==> src/rtl/mips_multicycle_ctrl_if.sv <==
// Control/status bundle between the multicycle MIPS controller (master) and its datapath (slave).
interface mips_multicycle_ctrl_if;
    logic [5:0] op;
    logic [5:0] funct;
    logic       zero;
    logic       memready;
    logic       pcwrite;
    logic       irwrite;
    logic       memwrite;
    logic       iord;
    logic       regwrite;
    logic       regdst;
    logic       memtoreg;
    logic       alusrca;
    logic [1:0] alusrcb;
    logic [1:0] pcsrc;
    logic [2:0] alucontrol;
    logic [1:0] immext;
    logic       jal;
    logic       instret;
    logic       illegal;
    logic       buserr;

    modport master (
        input  op, funct, zero, memready,
        output pcwrite, irwrite, memwrite, iord, regwrite, regdst, memtoreg,
               alusrca, alusrcb, pcsrc, alucontrol, immext, jal, instret, illegal, buserr
    );

    modport slave (
        output op, funct, zero, memready,
        input  pcwrite, irwrite, memwrite, iord, regwrite, regdst, memtoreg,
               alusrca, alusrcb, pcsrc, alucontrol, immext, jal, instret, illegal, buserr
    );
endinterface

==> src/rtl/mips_multicycle_ctrl.sv <==
// Moore-style sequencer for a multicycle MIPS datapath with memory-ready stall and timeout.
// Optional JAL support is enabled by defining MIPS_CTRL_JAL_EN.
//
// state    | meaning
// FETCH    | read instruction at PC, PC+4 into PC on memready
// DECODE   | branch target into ALUOut, dispatch on opcode
// MEMADR   | compute lw/sw effective address
// MEMRD    | load data read, wait for memready
// MEMWB    | write load data to rt
// MEMWR    | store data write, wait for memready
// RTYPE_EX | R-type ALU operation
// ALU_WB   | write ALU result to rd
// BRANCH   | beq compare, conditional PC load from ALUOut
// IMM_EX   | addi/andi/ori ALU operation
// IMM_WB   | write ALU result to rt
// JUMP     | PC <- jump target
// JAL      | PC <- jump target, $31 <- PC
// HALT     | memory timeout, wait for reset
module mips_multicycle_ctrl #(
    parameter int TIMEOUT = 255,
    parameter int CNT_W   = 8
) (
    input logic clk,
    input logic reset,
    mips_multicycle_ctrl_if.master bus
);
    localparam logic [5:0] OP_RTYPE = 6'b000000;
    localparam logic [5:0] OP_LW    = 6'b100011;
    localparam logic [5:0] OP_SW    = 6'b101011;
    localparam logic [5:0] OP_BEQ   = 6'b000100;
    localparam logic [5:0] OP_ADDI  = 6'b001000;
    localparam logic [5:0] OP_ANDI  = 6'b001100;
    localparam logic [5:0] OP_ORI   = 6'b001101;
    localparam logic [5:0] OP_J     = 6'b000010;
    localparam logic [5:0] OP_JAL   = 6'b000011;

    typedef enum logic [3:0] {
        FETCH, DECODE, MEMADR, MEMRD, MEMWB, MEMWR, RTYPE_EX,
        ALU_WB, BRANCH, IMM_EX, IMM_WB, JUMP, JAL, HALT
    } state_t;

    state_t           state;
    logic [CNT_W-1:0] wait_cnt;
    logic             timeout_hit;
    logic             jal_en;
    logic             op_known;
    logic             rtype_ok;
    logic [2:0]       rtype_alu;

`ifdef MIPS_CTRL_JAL_EN
    assign jal_en = 1'b1;
`else
    assign jal_en = 1'b0;
`endif

    // The increment that would land on TIMEOUT diverts to HALT instead.
    assign timeout_hit = (TIMEOUT != 0) && (wait_cnt == CNT_W'(TIMEOUT - 1));

    always_comb begin
        op_known = 1'b0;
        case (bus.op)
            OP_LW, OP_SW, OP_RTYPE, OP_BEQ,
            OP_ADDI, OP_ANDI, OP_ORI, OP_J: op_known = 1'b1;
            OP_JAL:                         op_known = jal_en;
            default:                        op_known = 1'b0;
        endcase
    end

    always_comb begin
        rtype_ok  = 1'b1;
        rtype_alu = 3'b000;
        case (bus.funct)
            6'b100000: rtype_alu = 3'b010;
            6'b100010: rtype_alu = 3'b110;
            6'b100100: rtype_alu = 3'b000;
            6'b100101: rtype_alu = 3'b001;
            6'b101010: rtype_alu = 3'b111;
            default:   rtype_ok  = 1'b0;
        endcase
    end

    always_ff @(posedge clk or negedge reset) begin
        if (!reset) begin
            state    <= FETCH;
            wait_cnt <= '0;
        end else begin
            wait_cnt <= '0;
            case (state)
                FETCH: begin
                    if (bus.memready)     state <= DECODE;
                    else if (timeout_hit) state <= HALT;
                    else                  wait_cnt <= wait_cnt + CNT_W'(1);
                end
                MEMRD: begin
                    if (bus.memready)     state <= MEMWB;
                    else if (timeout_hit) state <= HALT;
                    else                  wait_cnt <= wait_cnt + CNT_W'(1);
                end
                MEMWR: begin
                    if (bus.memready)     state <= FETCH;
                    else if (timeout_hit) state <= HALT;
                    else                  wait_cnt <= wait_cnt + CNT_W'(1);
                end
                DECODE: begin
                    if (!op_known) state <= FETCH;
                    else begin
                        case (bus.op)
                            OP_LW, OP_SW:              state <= MEMADR;
                            OP_RTYPE:                  state <= RTYPE_EX;
                            OP_BEQ:                    state <= BRANCH;
                            OP_ADDI, OP_ANDI, OP_ORI:  state <= IMM_EX;
                            OP_J:                      state <= JUMP;
                            OP_JAL:                    state <= JAL;
                            default:                   state <= FETCH;
                        endcase
                    end
                end
                MEMADR:   state <= (bus.op == OP_LW) ? MEMRD : MEMWR;
                RTYPE_EX: state <= rtype_ok ? ALU_WB : FETCH;
                IMM_EX:   state <= IMM_WB;
                HALT:     state <= HALT;
                default:  state <= FETCH;
            endcase
        end
    end

    // Outputs decode from state and are forced low while reset is held, so
    // an in-flight memwrite drops as soon as reset asserts.
    always_comb begin
        bus.pcwrite    = 1'b0;
        bus.irwrite    = 1'b0;
        bus.memwrite   = 1'b0;
        bus.iord       = 1'b0;
        bus.regwrite   = 1'b0;
        bus.regdst     = 1'b0;
        bus.memtoreg   = 1'b0;
        bus.alusrca    = 1'b0;
        bus.alusrcb    = 2'b00;
        bus.pcsrc      = 2'b00;
        bus.alucontrol = 3'b000;
        bus.immext     = 2'b00;
        bus.jal        = 1'b0;
        bus.instret    = 1'b0;
        bus.illegal    = 1'b0;
        bus.buserr     = 1'b0;
        if (reset) begin
            case (state)
                FETCH: begin
                    bus.alusrcb    = 2'b01;
                    bus.alucontrol = 3'b010;
                    bus.irwrite    = bus.memready;
                    bus.pcwrite    = bus.memready;
                end
                DECODE: begin
                    bus.alusrcb    = 2'b11;
                    bus.alucontrol = 3'b010;
                    bus.illegal    = !op_known;
                end
                MEMADR: begin
                    bus.alusrca    = 1'b1;
                    bus.alusrcb    = 2'b10;
                    bus.alucontrol = 3'b010;
                end
                MEMRD: bus.iord = 1'b1;
                MEMWB: begin
                    bus.memtoreg = 1'b1;
                    bus.regwrite = 1'b1;
                    bus.instret  = 1'b1;
                end
                MEMWR: begin
                    bus.iord     = 1'b1;
                    bus.memwrite = 1'b1;
                    bus.instret  = bus.memready;
                end
                RTYPE_EX: begin
                    bus.alusrca    = 1'b1;
                    bus.alucontrol = rtype_alu;
                    bus.illegal    = !rtype_ok;
                end
                ALU_WB: begin
                    bus.regdst   = 1'b1;
                    bus.regwrite = 1'b1;
                    bus.instret  = 1'b1;
                end
                BRANCH: begin
                    bus.alusrca    = 1'b1;
                    bus.alucontrol = 3'b110;
                    bus.pcsrc      = 2'b01;
                    bus.pcwrite    = bus.zero;
                    bus.instret    = 1'b1;
                end
                IMM_EX: begin
                    bus.alusrca = 1'b1;
                    bus.alusrcb = 2'b10;
                    case (bus.op)
                        OP_ANDI: begin bus.alucontrol = 3'b000; bus.immext = 2'b01; end
                        OP_ORI:  begin bus.alucontrol = 3'b001; bus.immext = 2'b01; end
                        default: begin bus.alucontrol = 3'b010; bus.immext = 2'b00; end
                    endcase
                end
                IMM_WB: begin
                    bus.regwrite = 1'b1;
                    bus.instret  = 1'b1;
                end
                JUMP: begin
                    bus.pcsrc   = 2'b10;
                    bus.pcwrite = 1'b1;
                    bus.instret = 1'b1;
                end
                JAL: begin
                    bus.jal      = jal_en;
                    bus.regwrite = jal_en;
                    bus.pcsrc    = jal_en ? 2'b10 : 2'b00;
                    bus.pcwrite  = jal_en;
                    bus.instret  = jal_en;
                end
                HALT:    bus.buserr = 1'b1;
                default: bus.buserr = 1'b0;
            endcase
        end
    end
endmodule

==> src/flat_wrapper.sv <==
// flat-port wrapper written by rule: the top's interface ports become plain ports
module mips_multicycle_ctrl_flat 
#(
    parameter int TIMEOUT = 255,
    parameter int CNT_W   = 8
)
  (clk, reset, bus_op, bus_funct, bus_zero, bus_memready, bus_pcwrite, bus_irwrite, bus_memwrite, bus_iord, bus_regwrite, bus_regdst, bus_memtoreg, bus_alusrca, bus_alusrcb, bus_pcsrc, bus_alucontrol, bus_immext, bus_jal, bus_instret, bus_illegal, bus_buserr);
  mips_multicycle_ctrl_if bus_i ();
  input logic clk;
  input logic reset;
  input wire logic [$bits(bus_i.op)-1:0] bus_op;
  input wire logic [$bits(bus_i.funct)-1:0] bus_funct;
  input wire logic [$bits(bus_i.zero)-1:0] bus_zero;
  input wire logic [$bits(bus_i.memready)-1:0] bus_memready;
  output wire logic [$bits(bus_i.pcwrite)-1:0] bus_pcwrite;
  output wire logic [$bits(bus_i.irwrite)-1:0] bus_irwrite;
  output wire logic [$bits(bus_i.memwrite)-1:0] bus_memwrite;
  output wire logic [$bits(bus_i.iord)-1:0] bus_iord;
  output wire logic [$bits(bus_i.regwrite)-1:0] bus_regwrite;
  output wire logic [$bits(bus_i.regdst)-1:0] bus_regdst;
  output wire logic [$bits(bus_i.memtoreg)-1:0] bus_memtoreg;
  output wire logic [$bits(bus_i.alusrca)-1:0] bus_alusrca;
  output wire logic [$bits(bus_i.alusrcb)-1:0] bus_alusrcb;
  output wire logic [$bits(bus_i.pcsrc)-1:0] bus_pcsrc;
  output wire logic [$bits(bus_i.alucontrol)-1:0] bus_alucontrol;
  output wire logic [$bits(bus_i.immext)-1:0] bus_immext;
  output wire logic [$bits(bus_i.jal)-1:0] bus_jal;
  output wire logic [$bits(bus_i.instret)-1:0] bus_instret;
  output wire logic [$bits(bus_i.illegal)-1:0] bus_illegal;
  output wire logic [$bits(bus_i.buserr)-1:0] bus_buserr;
  assign bus_i.op = bus_op;
  assign bus_i.funct = bus_funct;
  assign bus_i.zero = bus_zero;
  assign bus_i.memready = bus_memready;
  assign bus_pcwrite = bus_i.pcwrite;
  assign bus_irwrite = bus_i.irwrite;
  assign bus_memwrite = bus_i.memwrite;
  assign bus_iord = bus_i.iord;
  assign bus_regwrite = bus_i.regwrite;
  assign bus_regdst = bus_i.regdst;
  assign bus_memtoreg = bus_i.memtoreg;
  assign bus_alusrca = bus_i.alusrca;
  assign bus_alusrcb = bus_i.alusrcb;
  assign bus_pcsrc = bus_i.pcsrc;
  assign bus_alucontrol = bus_i.alucontrol;
  assign bus_immext = bus_i.immext;
  assign bus_jal = bus_i.jal;
  assign bus_instret = bus_i.instret;
  assign bus_illegal = bus_i.illegal;
  assign bus_buserr = bus_i.buserr;
  mips_multicycle_ctrl #(.TIMEOUT(TIMEOUT), .CNT_W(CNT_W)) u_core (.clk(clk), .reset(reset), .bus(bus_i));
endmodule
==> config.mk <==
export PLATFORM = sky130hd
export DESIGN_NAME = mips_multicycle_ctrl_flat
export DESIGN_NICKNAME = d
export VERILOG_FILES = /design/src/rtl/mips_multicycle_ctrl_if.sv /design/src/rtl/mips_multicycle_ctrl.sv /design/src/flat_wrapper.sv
export SDC_FILE = /design/constraint.sdc
export NUM_CORES = 1
export LEC_CHECK = 0
export ABC_AREA = 1
export CAP_MARGIN = 20
export CORE_AREA = 5 5 57 59
export DETAILED_ROUTE_END_ITERATION = 8
export DIE_AREA = 0 0 62 64
export HOLD_SLACK_MARGIN = 0.03
export PLACE_DENSITY_LB_ADDON = 0.12
export SYNTH_ARGS = -nofsm -noshare
export SYNTH_HDL_FRONTEND = slang
export SYNTH_SLANG_ARGS = --single-unit
==> constraint.sdc <==
create_clock -name clk -period 1.85 [get_ports clk]
set_clock_uncertainty 0.1 [all_clocks]
set_input_delay 0.4625 -clock clk [delete_from_list [all_inputs] [get_ports clk]]
set_output_delay 0.4625 -clock clk [all_outputs]
set_load 0.005 [all_outputs]
==> results of run 1 <==
==> stage by stage <==
step | total power, W | utilization | setup TNS [ps] | hold WS [ps] | cell area, µm²
2_1_floorplan | 0.000708 | - | 0 | 66.9 | 1180
3_3_place_gp | 0.00115 | 0.715 | -12430 | 370 | 1900
3_5_place_dp | 0.00116 | 0.715 | -12340 | 378 | 1900
4_1_cts | 0.00180 | 0.879 | -3820 | 251 | 2340
5_1_grt | 0.00233 | 0.952 | -9330 | 245 | 2530
6_report | 0.00224 | 0.952 | -7450 | 235 | 2530
==> state kept, by name (all words and copies together) (netlist names) <==
| name | flops |
|---|---|
| u_core.wait_cnt | 8 |
| u_core.state | 4 |
==> power breakdown <==
group | switching [W] | internal (W) | leakage, nW
Sequential | 0.0000654 | 0.000303 | 0.160
Clock | 0.0000938 | 0.000120 | 0.0210
Combinational | 0.000842 | 0.000819 | 1.12
Total | 0.00100 | 0.00124 | 1.30
==> final cells by class <==
type,instances,area share
clock buffers,4,0.0143
multi-input cells,149,0.416
repair buffers,115,0.368
flip-flops and latches,12,0.120
well taps,31,0.0153
inverters,40,0.0667
==> worst register-to-register path, cell delays in order, from the launching register on <==
cell     delay, ps
dfrtp_2        500
buf_4          170
buf_6          120
nor2_4          90
nand2_2         70
buf_4          140
buf_6          100
buf_6          100
buf_6          110
nand3_4         80
inv_4           50
nor2_4         190
inv_4           90
nor2_1         160
==> timing repair <==
item,CTS,global route
hold endpoints to repair,0,0
pin swaps,36,23
setup buffers,32,10
setup endpoints to repair,19,31
gates resized for setup,175,57
==> kinds of logic (layout without fill, tap and decap cells) <==
logic type                 count (synthesis)  in the layout  synth area share
AOI/OAI and AO/OA                         25             25             0.116
buffers and inverters                     43            159             0.143
other                                      1              2           0.00318
xor gates and xnor gates                   4              4            0.0297
DFF                                       12             12             0.255
adders and majority gates                  2              2            0.0212
and+or+nand+nor                          116            116             0.433
==> path summary, 6_finish.rpt <==
path                                               from                      endpoint
max in group asynchronous                         reset     u_core.state[1]$_DFF_PN0_
hold / removal                                    reset     u_core.state[0]$_DFF_PN0_
min in group clk           u_core.wait_cnt[7]$_DFF_PN0_  u_core.wait_cnt[7]$_DFF_PN0_
hold reg to reg            u_core.wait_cnt[7]$_DFF_PN0_  u_core.wait_cnt[7]$_DFF_PN0_
setup / recovery              u_core.state[0]$_DFF_PN0_                bus_alusrcb[1]
setup reg to reg              u_core.state[1]$_DFF_PN0_  u_core.wait_cnt[3]$_DFF_PN0_
==> cell usage in the layout, fill, tap and decap left out, types with 4 or more instances in the layout <==
master,count
buf_4,54
buf_6,26
nor2_1,24
inv_1,22
nand2_1,22
buf_2,18
nor2_4,15
nand3_1,12
inv_2,11
nand2_4,9
nor2_2,9
dlygate4sd2_1,9
dfrtp_1,9
nand3_2,6
inv_4,6
o21ai_1,5
nand4_1,5
nand2_2,5
a21oi_1,4
a21oi_2,4
==> synth_stat cells, drive strengths merged <==
cell and n:
a21oi 9, ha 2, a31oi 2, o31ai 1, nand3b 1, o22ai 2
conb 1, nand4 5, o21ai 10, buf 3, xor2 3, nor2 48
a41oi 1, dfrtp 12, nand2 37, nand3 19, nor3 6, xnor2 1
inv 40
==> layer usage <==
layer  up-vias  GRT usage  wire length [µm]
met2       197      0.473              3370
met1       957      0.296              2500
li1        873          -                 -
met5         -          0                 0
met3        56     0.0282               654
met4         0     0.0610               511
==> flow_summary_export.csv, run 1 <==
group,metric,value,unit
run_status,status,"finished with violations",
run_status,violations,"setup timing",
global_routing,antenna_found_initial,0,
final_layout,layout.nets,339,
detailed_routing,ant_nets,0,
final_layout,seq_area,304,µm²
hold_path,min_path_type,"primary input to asynchronous set/reset pin",
floorplan,initial_core_util,0.443,
clock_tree,worstSkewPairLatency,280,ps
timing,fin_crit,2220,ps
logic_synthesis,avgSynthCellArea,5.81,µm²
final_layout,drive_above_1_share,0.581,
global_routing,grt_max_degree,17,
critical_path,cp_max_fo,3,
floorplan,die-area,3970,µm²
place,dp.cells,314,
flow_run,drv_cap,0,
detailed_routing,drtIter0Drc,195,
global_routing,grt_pass1_vias,1795,
logic_synthesis,synth_cell_types,27,
detailed_routing,dr_total_vias,2083,
clock_tree,clk_pin_slew,80,ps
detailed_routing,routed_wl,7030,µm
floorplan,fp.dieW,62,µm
global_routing,track_usage,0.254,
final_layout,multi_input_area,1050,µm²
timing,fin_ws,-367,ps
detailed_routing,first_pass_iters,5,
final_layout,syn_to_final_growth,115,%
clock_tree,cts-buffers-inserted,3,
place,place_ws,-882,ps
logic_synthesis,synth_top_area_cell,"dfrtp_1",
place,place_hpwl,2660,µm
logic_synthesis,synth_area,1180,µm²
clock_tree,clk_path_buf_depth,2,
critical_path,max_stage_delay,460,ps
logic_synthesis,ys_ff_latch,12,
floorplan,core,2660,µm²
floorplan,rows,19,
timing,grt_setup_unrepaired,"true",
timing,hold_viol_final,0,
clock_tree,clock-sinks,12,
critical_path,worstSetupPathType,"register to primary output",
floorplan,pin_count,37,
critical_path,cp-start-kind,"register",
detailed_routing,post_drt_wl_per_cell,20.0,µm
timing,post-route-period-util,1.20,
global_routing,overflow,0,
logic_synthesis,syn-instance-count,203,
floorplan,die_y,64,µm
critical_path,crit_chain,"inv_4, nand2_4, buf_4, nor2_4, inv_2, a31oi_1, buf_2",
place,gp_congestion,0.868,
critical_path,end_kind,"primary output",
clock_tree,tritoncts,"yes",
place,port-buffer-count,34,
final_layout,fin_cells,351,
global_routing,grt_pass1_wl,7810,µm
clock_tree,clock-root-buffer,"clkbuf_4",
clock_tree,h-tree-depth,1,
logic_synthesis,synth_top_area_share,0.255,
pwr,ir_drop,0.920,mV
critical_path,crit_buf_inv,4,
pwr,leakagePower,1.30,nW
critical_path,rrSetupSlack,-280,ps
critical_path,crit_arrival,1650,ps
critical_path,cpLargestDelayFamily,"buffers and inverters",
pwr,power.density,885,nW/µm²
detailed_routing,drc,0,
timing,finalSetupViolations,31,
clock_tree,hold_buffers,0,
timing,report.final.slew_viol_count,0,
critical_path,worstSetupPathDepth,7,
logic_synthesis,synth.yosys.seq_area_share,0.255,
logic_synthesis,yosysWarnings,0,
critical_path,worstPathRequired,1290,ps
logic_synthesis,synth_top_cells_by_area,"dfrtp_1 (25%), nor2_1 (14%), inv_1 (12%), nand2_1 (11%), nand3_1 (7.6%)",
detailed_routing,routed_via_density,5.93,
timing,max_freq,451,MHz
critical_path,cp_slowest_cell,"dfrtp_2",
final_layout,diodes,0,
final_layout,fillerInstances,71,
critical_path,r2r_cells,13,
Power figures use the tool's default switching activity.
==> inputs of run 2 (changes only) <==
Settings changed: CAP_MARGIN 20 to 10.
==> results of run 2 <==
The final DEF is identical to that of run 1; final timing and power are the same.
==> inputs of run 3 (changes only) <==
Settings changed: PLACE_DENSITY_LB_ADDON 0.12 to 0.1.
==> flow_summary_export.csv, run 3 (synthesis gave the netlist of run 1 again) <==
group,metric,value,unit
run_status,status,"finished with violations",
run_status,violations,"setup timing",
pwr,leakagePower,1.27,nW
critical_path,cp-start-kind,"register",
flow_run,drv_cap,0,
floorplan,die-area,3970,µm²
place,dp.cells,309,
final_layout,reg_top3,"u_core.wait_cnt: 8 flops, u_core.state: 4 flops",
global_routing,overflow,0,
final_layout,largest_reg_flops,8,
floorplan,initial_core_util,0.443,
detailed_routing,routed_via_density,5.95,
detailed_routing,first_pass_iters,6,
final_layout,drive_above_1_share,0.554,
place,place_hpwl,2930,µm
clock_tree,worstSkewPairLatency,280,ps
place,gp_congestion,0.889,
pwr,power.density,913,nW/µm²
timing,fin_ws,-456,ps
final_layout,diodes,0,
global_routing,grt_pass1_vias,1708,
timing,hold_viol_final,0,
detailed_routing,drtIter0Drc,380,
clock_tree,h-tree-depth,1,
detailed_routing,dr_total_vias,2053,
timing,grt_setup_unrepaired,"true",
timing,whs,399,ps
clock_tree,clk_path_buf_depth,2,
pwr,ir_drop,1.11,mV
critical_path,r2r_cells,14,
clock_tree,clock-root-buffer,"clkbuf_4",
clock_tree,clock-sinks,12,
final_layout,multi_input_area,1040,µm²
detailed_routing,routed_wl,7060,µm
hold_path,min_path_type,"primary input to asynchronous set/reset pin",
place,port-buffer-count,34,
critical_path,end_kind,"primary output",
global_routing,grt_pass1_wl,7200,µm
final_layout,seq_area,302,µm²
clock_tree,cts-buffers-inserted,3,
final_layout,top_register,"u_core.wait_cnt",
timing,max_freq,434,MHz
floorplan,pin_count,37,
floorplan,rows,19,
floorplan,core,2660,µm²
timing,report.final.slew_viol_count,0,
detailed_routing,post_drt_wl_per_cell,20.5,µm
critical_path,r2r-start,"u_core.state[1]$_DFF_PN0_",
critical_path,worstSetupPathType,"register to primary output",
timing,post-route-period-util,1.25,
clock_tree,clk_pin_slew,90,ps
timing,finalSetupViolations,30,
final_layout,layout.nets,333,
critical_path,crit_arrival,1740,ps
timing,fin_crit,2310,ps
global_routing,grt_max_degree,14,
final_layout,fillerInstances,95,
floorplan,fp.dieW,62,µm
clock_tree,hold_buffers,0,
global_routing,track_usage,0.230,
detailed_routing,drc,0,
clock_tree,tritoncts,"yes",
detailed_routing,ant_nets,0,
critical_path,cp_max_fo,4,
floorplan,die_y,64,µm
global_routing,antenna_found_initial,0,
final_layout,layout_commonest_cell,"buf_4",
critical_path,crit_chain,"buf_4, nor2_4, nand2_2, inv_2, buf_6, nand2_4, nand3_2, nand2_1, inv_1, buf_2",
critical_path,cp_slowest_cell,"dfrtp_1",
final_layout,syn_to_final_growth,110,%
critical_path,max_stage_delay,440,ps
critical_path,reg2reg_to,"u_core.state[0]$_DFF_PN0_",
final_layout,fin_cells,345,
critical_path,rrSetupSlack,-360,ps
critical_path,worstPathRequired,1290,ps
final_layout,most-common-layout-cells,"buf_4 (54), nor2_1 (31), nand2_1 (23)",
==> run 3: where the power goes <==
group / leakage (nW) / switching, W / total, W / internal, W
combinational: 1.09 / 0.000852 / 0.00168 / 0.000827
sequential: 0.162 / 0.0000606 / 0.000361 / 0.000301
clock: 0.0210 / 0.0000990 / 0.000219 / 0.000120
total: 1.27 / 0.00101 / 0.00226 / 0.00125
==> run 3: timing repair <==
item,4_1_cts,5_1_grt
pin swaps,22,29
endpoints found under the setup margin,19,23
resized for setup,131,87
buffers inserted,22,12
==> run 3: worst max path at each step <==
| stage | startpoint | end | slack (ps) | cells after the start |
|---|---|---|---|---|
| after floorplan | u_core.state[0]$_DFF_PN0_ | bus_alucontrol[0] | 170 | 7 |
| after global placement | bus_op[2] | bus_illegal | -810 | 8 |
| after detailed placement | bus_op[2] | bus_illegal | -840 | 8 |
| after CTS | u_core.state[3]$_DFF_PN0_ | bus_pcsrc[1] | -290 | 7 |
| after global routing | u_core.state[2]$_DFF_PN0_ | bus_pcwrite | -530 | 10 |
| final | u_core.state[2]$_DFF_PN0_ | bus_pcwrite | -460 | 10 |
==> run 3: final cells by class <==
type                    instances  share of cell area
repair buffers                109               0.360
flip-flops and latches         12               0.122
inverters                      40              0.0667
clock buffers                   4              0.0147
well taps                      31              0.0157
multi-input cells             149               0.421
==> run 3: critical path: cells and delay by family (launching register included) <==
family | cells | cell delay (ps)
flops | 1 | 440
simple gates | 5 | 470
buf+inv | 5 | 530
==> run 3: layer usage <==
metal	up-vias	global-route usage	wire length (µm)
met4	0	0.0769	512
met2	170	0.417	3550
met1	954	0.263	2350
met3	64	0.0322	646
li1	865	-	-
met5	-	0	0
==> run 3: stage by stage <==
stage               total power [W]  setup TNS (ps)   util  setup slack (ps)  area [µm²]
CTS                         0.00168           -3920  0.806              -292        2150
global placement            0.00112          -11730  0.701              -805        1870
finish                      0.00226           -6400  0.930              -456        2470
global route                0.00237           -8100  0.930              -527        2470
detailed placement          0.00115          -12250  0.701              -843        1870
floorplan                  0.000708               0      -               171        1180
